--- src/rtl/instr_fetch.sv ---
// instr_fetch: owns the PC and fetches one instruction word at a time over a req/ack port.
// Each instruction is fetched (FETCH), presented to the decoder (EXEC), then the next PC is chosen.
module instr_fetch #(
    parameter logic [31:0] RESET_PC = 32'h0000_0000
) (
    input  logic        clk,
    input  logic        rst_n,
    input  logic [2:0]  pc_control,
    input  logic [31:0] jr_target,
    input  logic        stall,
    output logic        imem_req,
    output logic [31:0] imem_addr,
    input  logic        imem_ack,
    input  logic [31:0] imem_rdata,
    output logic [31:0] instr,
    output logic        instr_valid,
    output logic [31:0] pc,
    output logic [31:0] pc_plus4,
    output logic        fetch_err
);

    typedef enum logic [1:0] {
        FETCH = 2'd0,
        EXEC  = 2'd1,
        ERROR = 2'd2
    } state_t;

    state_t      state;
    state_t      state_nxt;
    logic [31:0] next_pc;
    logic        misaligned;

    function automatic logic [31:0] jump_target(input logic [31:0] link,
                                                input logic [25:0] index);
        return {link[31:28], index, 2'b00};
    endfunction

    function automatic logic [31:0] branch_target(input logic [31:0] link,
                                                  input logic [15:0] imm);
        logic signed [31:0] offset;
        offset = {{14{imm[15]}}, imm, 2'b00};
        return link + $unsigned(offset);
    endfunction

    assign pc_plus4  = pc + 32'd4;
    assign imem_addr = pc;

    // Codes 1xx fall through to the sequential default.
    always_comb begin
        case (pc_control)
            3'b001:  next_pc = jump_target(pc_plus4, instr[25:0]);
            3'b010:  next_pc = jr_target;
            3'b011:  next_pc = branch_target(pc_plus4, instr[15:0]);
            default: next_pc = pc_plus4;
        endcase
    end

    assign misaligned = |next_pc[1:0];

    always_ff @(posedge clk or negedge rst_n) begin
        if (!rst_n) begin
            state <= FETCH;
        end else begin
            state <= state_nxt;
        end
    end

    always_comb begin
        state_nxt = state;
        case (state)
            FETCH:   if (imem_ack) state_nxt = EXEC;
            EXEC:    if (!stall) state_nxt = misaligned ? ERROR : FETCH;
            ERROR:   state_nxt = ERROR;
            default: state_nxt = FETCH;
        endcase
    end

    // Request is gated by rst_n so an in-flight fetch drops the moment reset asserts.
    always_comb begin
        imem_req    = 1'b0;
        instr_valid = 1'b0;
        fetch_err   = 1'b0;
        case (state)
            FETCH:   imem_req = rst_n;
            EXEC:    instr_valid = 1'b1;
            ERROR:   fetch_err = 1'b1;
            default: ;
        endcase
    end

    // On a misaligned target pc is left on the faulting instruction.
    always_ff @(posedge clk or negedge rst_n) begin
        if (!rst_n) begin
            pc    <= RESET_PC;
            instr <= '0;
        end else begin
            if (state == FETCH && imem_ack) begin
                instr <= imem_rdata;
            end
            if (state == EXEC && !stall && !misaligned) begin
                pc <= next_pc;
            end
        end
    end

endmodule
--- config.mk ---
export PLATFORM = sky130hd
export DESIGN_NAME = instr_fetch
export DESIGN_NICKNAME = d
export VERILOG_FILES = /design/src/rtl/instr_fetch.sv
export SDC_FILE = /design/constraint.sdc
export NUM_CORES = 1
export LEC_CHECK = 0
export ABC_CLOCK_PERIOD_IN_PS = 8350
export BUFFER_PORTS_ARGS = -buffer_cell sky130_fd_sc_hd__clkbuf_2
export CAP_MARGIN = 20
export CORE_UTILIZATION = 42
export DETAILED_ROUTE_END_ITERATION = 10
export PLACE_DENSITY = 0.73
export SYNTH_ARGS = -nofsm -noshare
export SYNTH_HDL_FRONTEND = slang
export SYNTH_SLANG_ARGS = --single-unit
--- constraint.sdc ---
create_clock -name clk -period 8.35 [get_ports clk]
set_clock_uncertainty 0.05 [all_clocks]
set_input_delay 0.4175 -clock clk [delete_from_list [all_inputs] [get_ports clk]]
set_output_delay 0.4175 -clock clk [all_outputs]
set_load 0.02 [all_outputs]
==> flow_summary.toml <==
[status]
status = "finished clean"

[floorplanning]
die_area_um2 = 14420
io_pins = 202
rows = 42
initial_core_util_pct = 43.70
die_h_um = 120.1
die_w_um = 120.1
coreArea_um2 = 13400

[detailed_routing]
first_pass_iters = 5
ant_nets = 0
wl_per_cell_um = 18.93
drc = 0
viasPerCell = 5.828
wl_mm = 19.44
drt_iter0_drc = 364
via_count = 5985

[sta]
slew_headroom_pct = 32.13
fmax_ghz = 0.2286
timing.final.crit_share_pct = 52.39
finalSetupViolCount = 0
slew_violations = 0
period_needed_ns = 4.374
grt_setup_unrepaired = "no"
tightestPinTransition_ns = 1.014
hold_viol = 0
fin_setup_tns_ns = 0

[synth]
synthArstFlopShare_pct = 100.0
yosys_warnings = 0
synth_cells = 690
syn_area_um2 = 5856
synthFlopType = "dfrtp_1"
syn_nets = 797
ys_ff_latch = 66
yosysSeqAreaShare_pct = 28.21
synth_edf_count = 0
synth_area_per_cell_um2 = 8.486
ys_types = 73

[clocking]
root_buffer = "clkbuf_16"
cts_tree = "done"
clock-sinks = 66
cts_resized = 0
h-tree-depth = 3
worstSkewPairLatency_ns = 0.35
clk_pin_slew_ns = 0.06
numCtsBuffers = 9
post_cts_buffers = 0
cts_buffer_depth = 2

[critical_path]
cp-start-kind = "flip-flop"
critPathRequiredTime_ns = 8.54
crit_path_end_kind = "flip-flop"
critPathArrivalTime_ns = 4.56
critPathMaxFanout = 6
path_class = "reg2reg"

[global_route]
grt_first_pass_wirelength_mm = 30.58
grt_pass1_vias = 5730
top_usage_layer = "met2"
grt_util_met3_pct = 5.941
overflow = 0
antenna_found_initial = 0
met2_usage_pct = 43.03
use_met1_pct = 36.50
grt.total_usage_pct = 27.65
grt_start_max_net_pins = 42

[final_layout]
diodes = 0
fillerInstances = 1313
layout_commonest_cell = "clkbuf_2"
drive_above_1_share_pct = 33.14
layout_common_cells = "200 x clkbuf_2, 66 x dfrtp_1, 59 x a21oi_1, 58 x nand2_1, 45 x o21ai_0"
layout.nets = 953
final_util_pct = 53.00
area_growth_pct = 21.28

[min_path]
hold_class = "in2reg"

[pwr]
pwr_density_cell_nw_per_um2 = 452.8
power.leakage_nw = 3.278
vdd_ir_drop_max_mv = 0.3006

[placement]
io_buffer_count = 201
place_hpwl_mm = 14.49
gp_congestion = 0.9543

[run]
drv_cap = 0
-- worst paths after layout --
path                               startpoint       endpoint  slack [ns]  cells past startpoint
worst max-delay path             imem_addr[2]  imem_addr[31]        3.98                     16
worst min-delay path            imem_rdata[1]       instr[1]        0.23                      3
worst max register to register   imem_addr[2]  imem_addr[31]        3.98                     16
worst min register to register      instr[28]      instr[28]        0.46                      1
max in group asynchronous               rst_n  imem_addr[19]        6.85                      3
min in group asynchronous               rst_n       instr[7]        0.48                      2
-- critical path: stages (launching register included) --
cell and delay (ns):
dfrtp_1 0.45, ha_1 0.28, and3_1 0.23, nand4_1 0.23, nor4_1 0.63, nand2_1 0.22, xnor2_1 0.33, ha_1 0.39
a21oi_1 0.18, o21a_1 0.14, o21ai_0 0.08, a21o_2 0.23, a21o_2 0.21, a41oi_2 0.19, xnor2_2 0.14, mux2i_1 0.20
a21oi_1 0.08
-- sequential cells by signal, summed over array words and instances, names as in the netlist --
| register | count |
|---|---|
| imem_addr | 32 |
| instr | 32 |
| state | 2 |
-- cell usage after synthesis, types with 10 or more instances --
master / instances / area (µm²)
mux2_2: 32 / 360.4
buf_4: 34 / 255.2
o22ai_1: 20 / 125.1
a31oi_1: 16 / 100.1
nand2_1: 58 / 217.7
nand3_1: 20 / 100.1
o21ai_0: 45 / 225.2
xnor2_1: 34 / 297.8
inv_1: 21 / 78.83
dfrtp_1: 66 / 1652
clkbuf_1: 24 / 90.09
a21oi_1: 59 / 295.3
nor2_1: 43 / 161.4
xor2_1: 17 / 148.9
a21o_1: 10 / 75.07
a211oi_1: 10 / 75.07
ha_1: 35 / 437.9
-- cells by family (layout without fill, tap and decap cells) --
group | after synthesis | after routing | share of synthesized area [%]
DFF | 66 | 66 | 28.21
buffers and inverters | 86 | 247 | 8.098
muxes | 37 | 37 | 7.009
AOI/OAI and AO/OA | 225 | 225 | 25.11
adders and majority gates | 36 | 36 | 7.821
and+or+nand+nor | 188 | 188 | 15.85
xor gates and xnor gates | 52 | 52 | 7.906
-- metrics by stage --
stage / total power [W] / instances / instance area (µm²) / hold WS [ns] / setup slack (ns)
after floorplan: 0.002227 / 690 / 5856 / 0.07191 / 4.137
after global placement: 0.002738 / 1010 / 6754 / 0.3042 / 4.165
after detailed placement: 0.002751 / 1010 / 6754 / 0.3066 / 4.076
after CTS: 0.003207 / 1027 / 7102 / 0.2108 / 4.067
after global routing: 0.003452 / 1027 / 7102 / 0.2417 / 3.681
final: 0.003216 / 1027 / 7102 / 0.2270 / 3.976
-- metal layers --
metal	part of all wire [%]	wire, µm
met5	0	0
met4	3.2	631
met3	7.8	1510
met2	45	8773
met1	44	8529
-- power breakdown --
part,switching (W),internal [W]
logic,0.00131,0.000815
registers,0.000215,0.000439
clock network,0.000160,0.000279
-- what timing repair did --
item / CTS / global route
hold buffers: 1 / 0
hold endpoints to repair: 25 / 0
setup endpoints to repair: 0 / 0
-- cell type report --
type | instances | area, µm² | area share, %
Tap cell | 176 | 220.2 | 3.101
Clock inverter | 5 | 85.08 | 1.198
Timing Repair Buffer | 209 | 1071 | 15.08
Inverter | 22 | 82.58 | 1.163
Clock buffer | 11 | 252.7 | 3.559
Multi-Input combinational cell | 538 | 3739 | 52.64
Sequential cell | 66 | 1652 | 23.26
No activity file was read; power rests on OpenSTA's default activity.
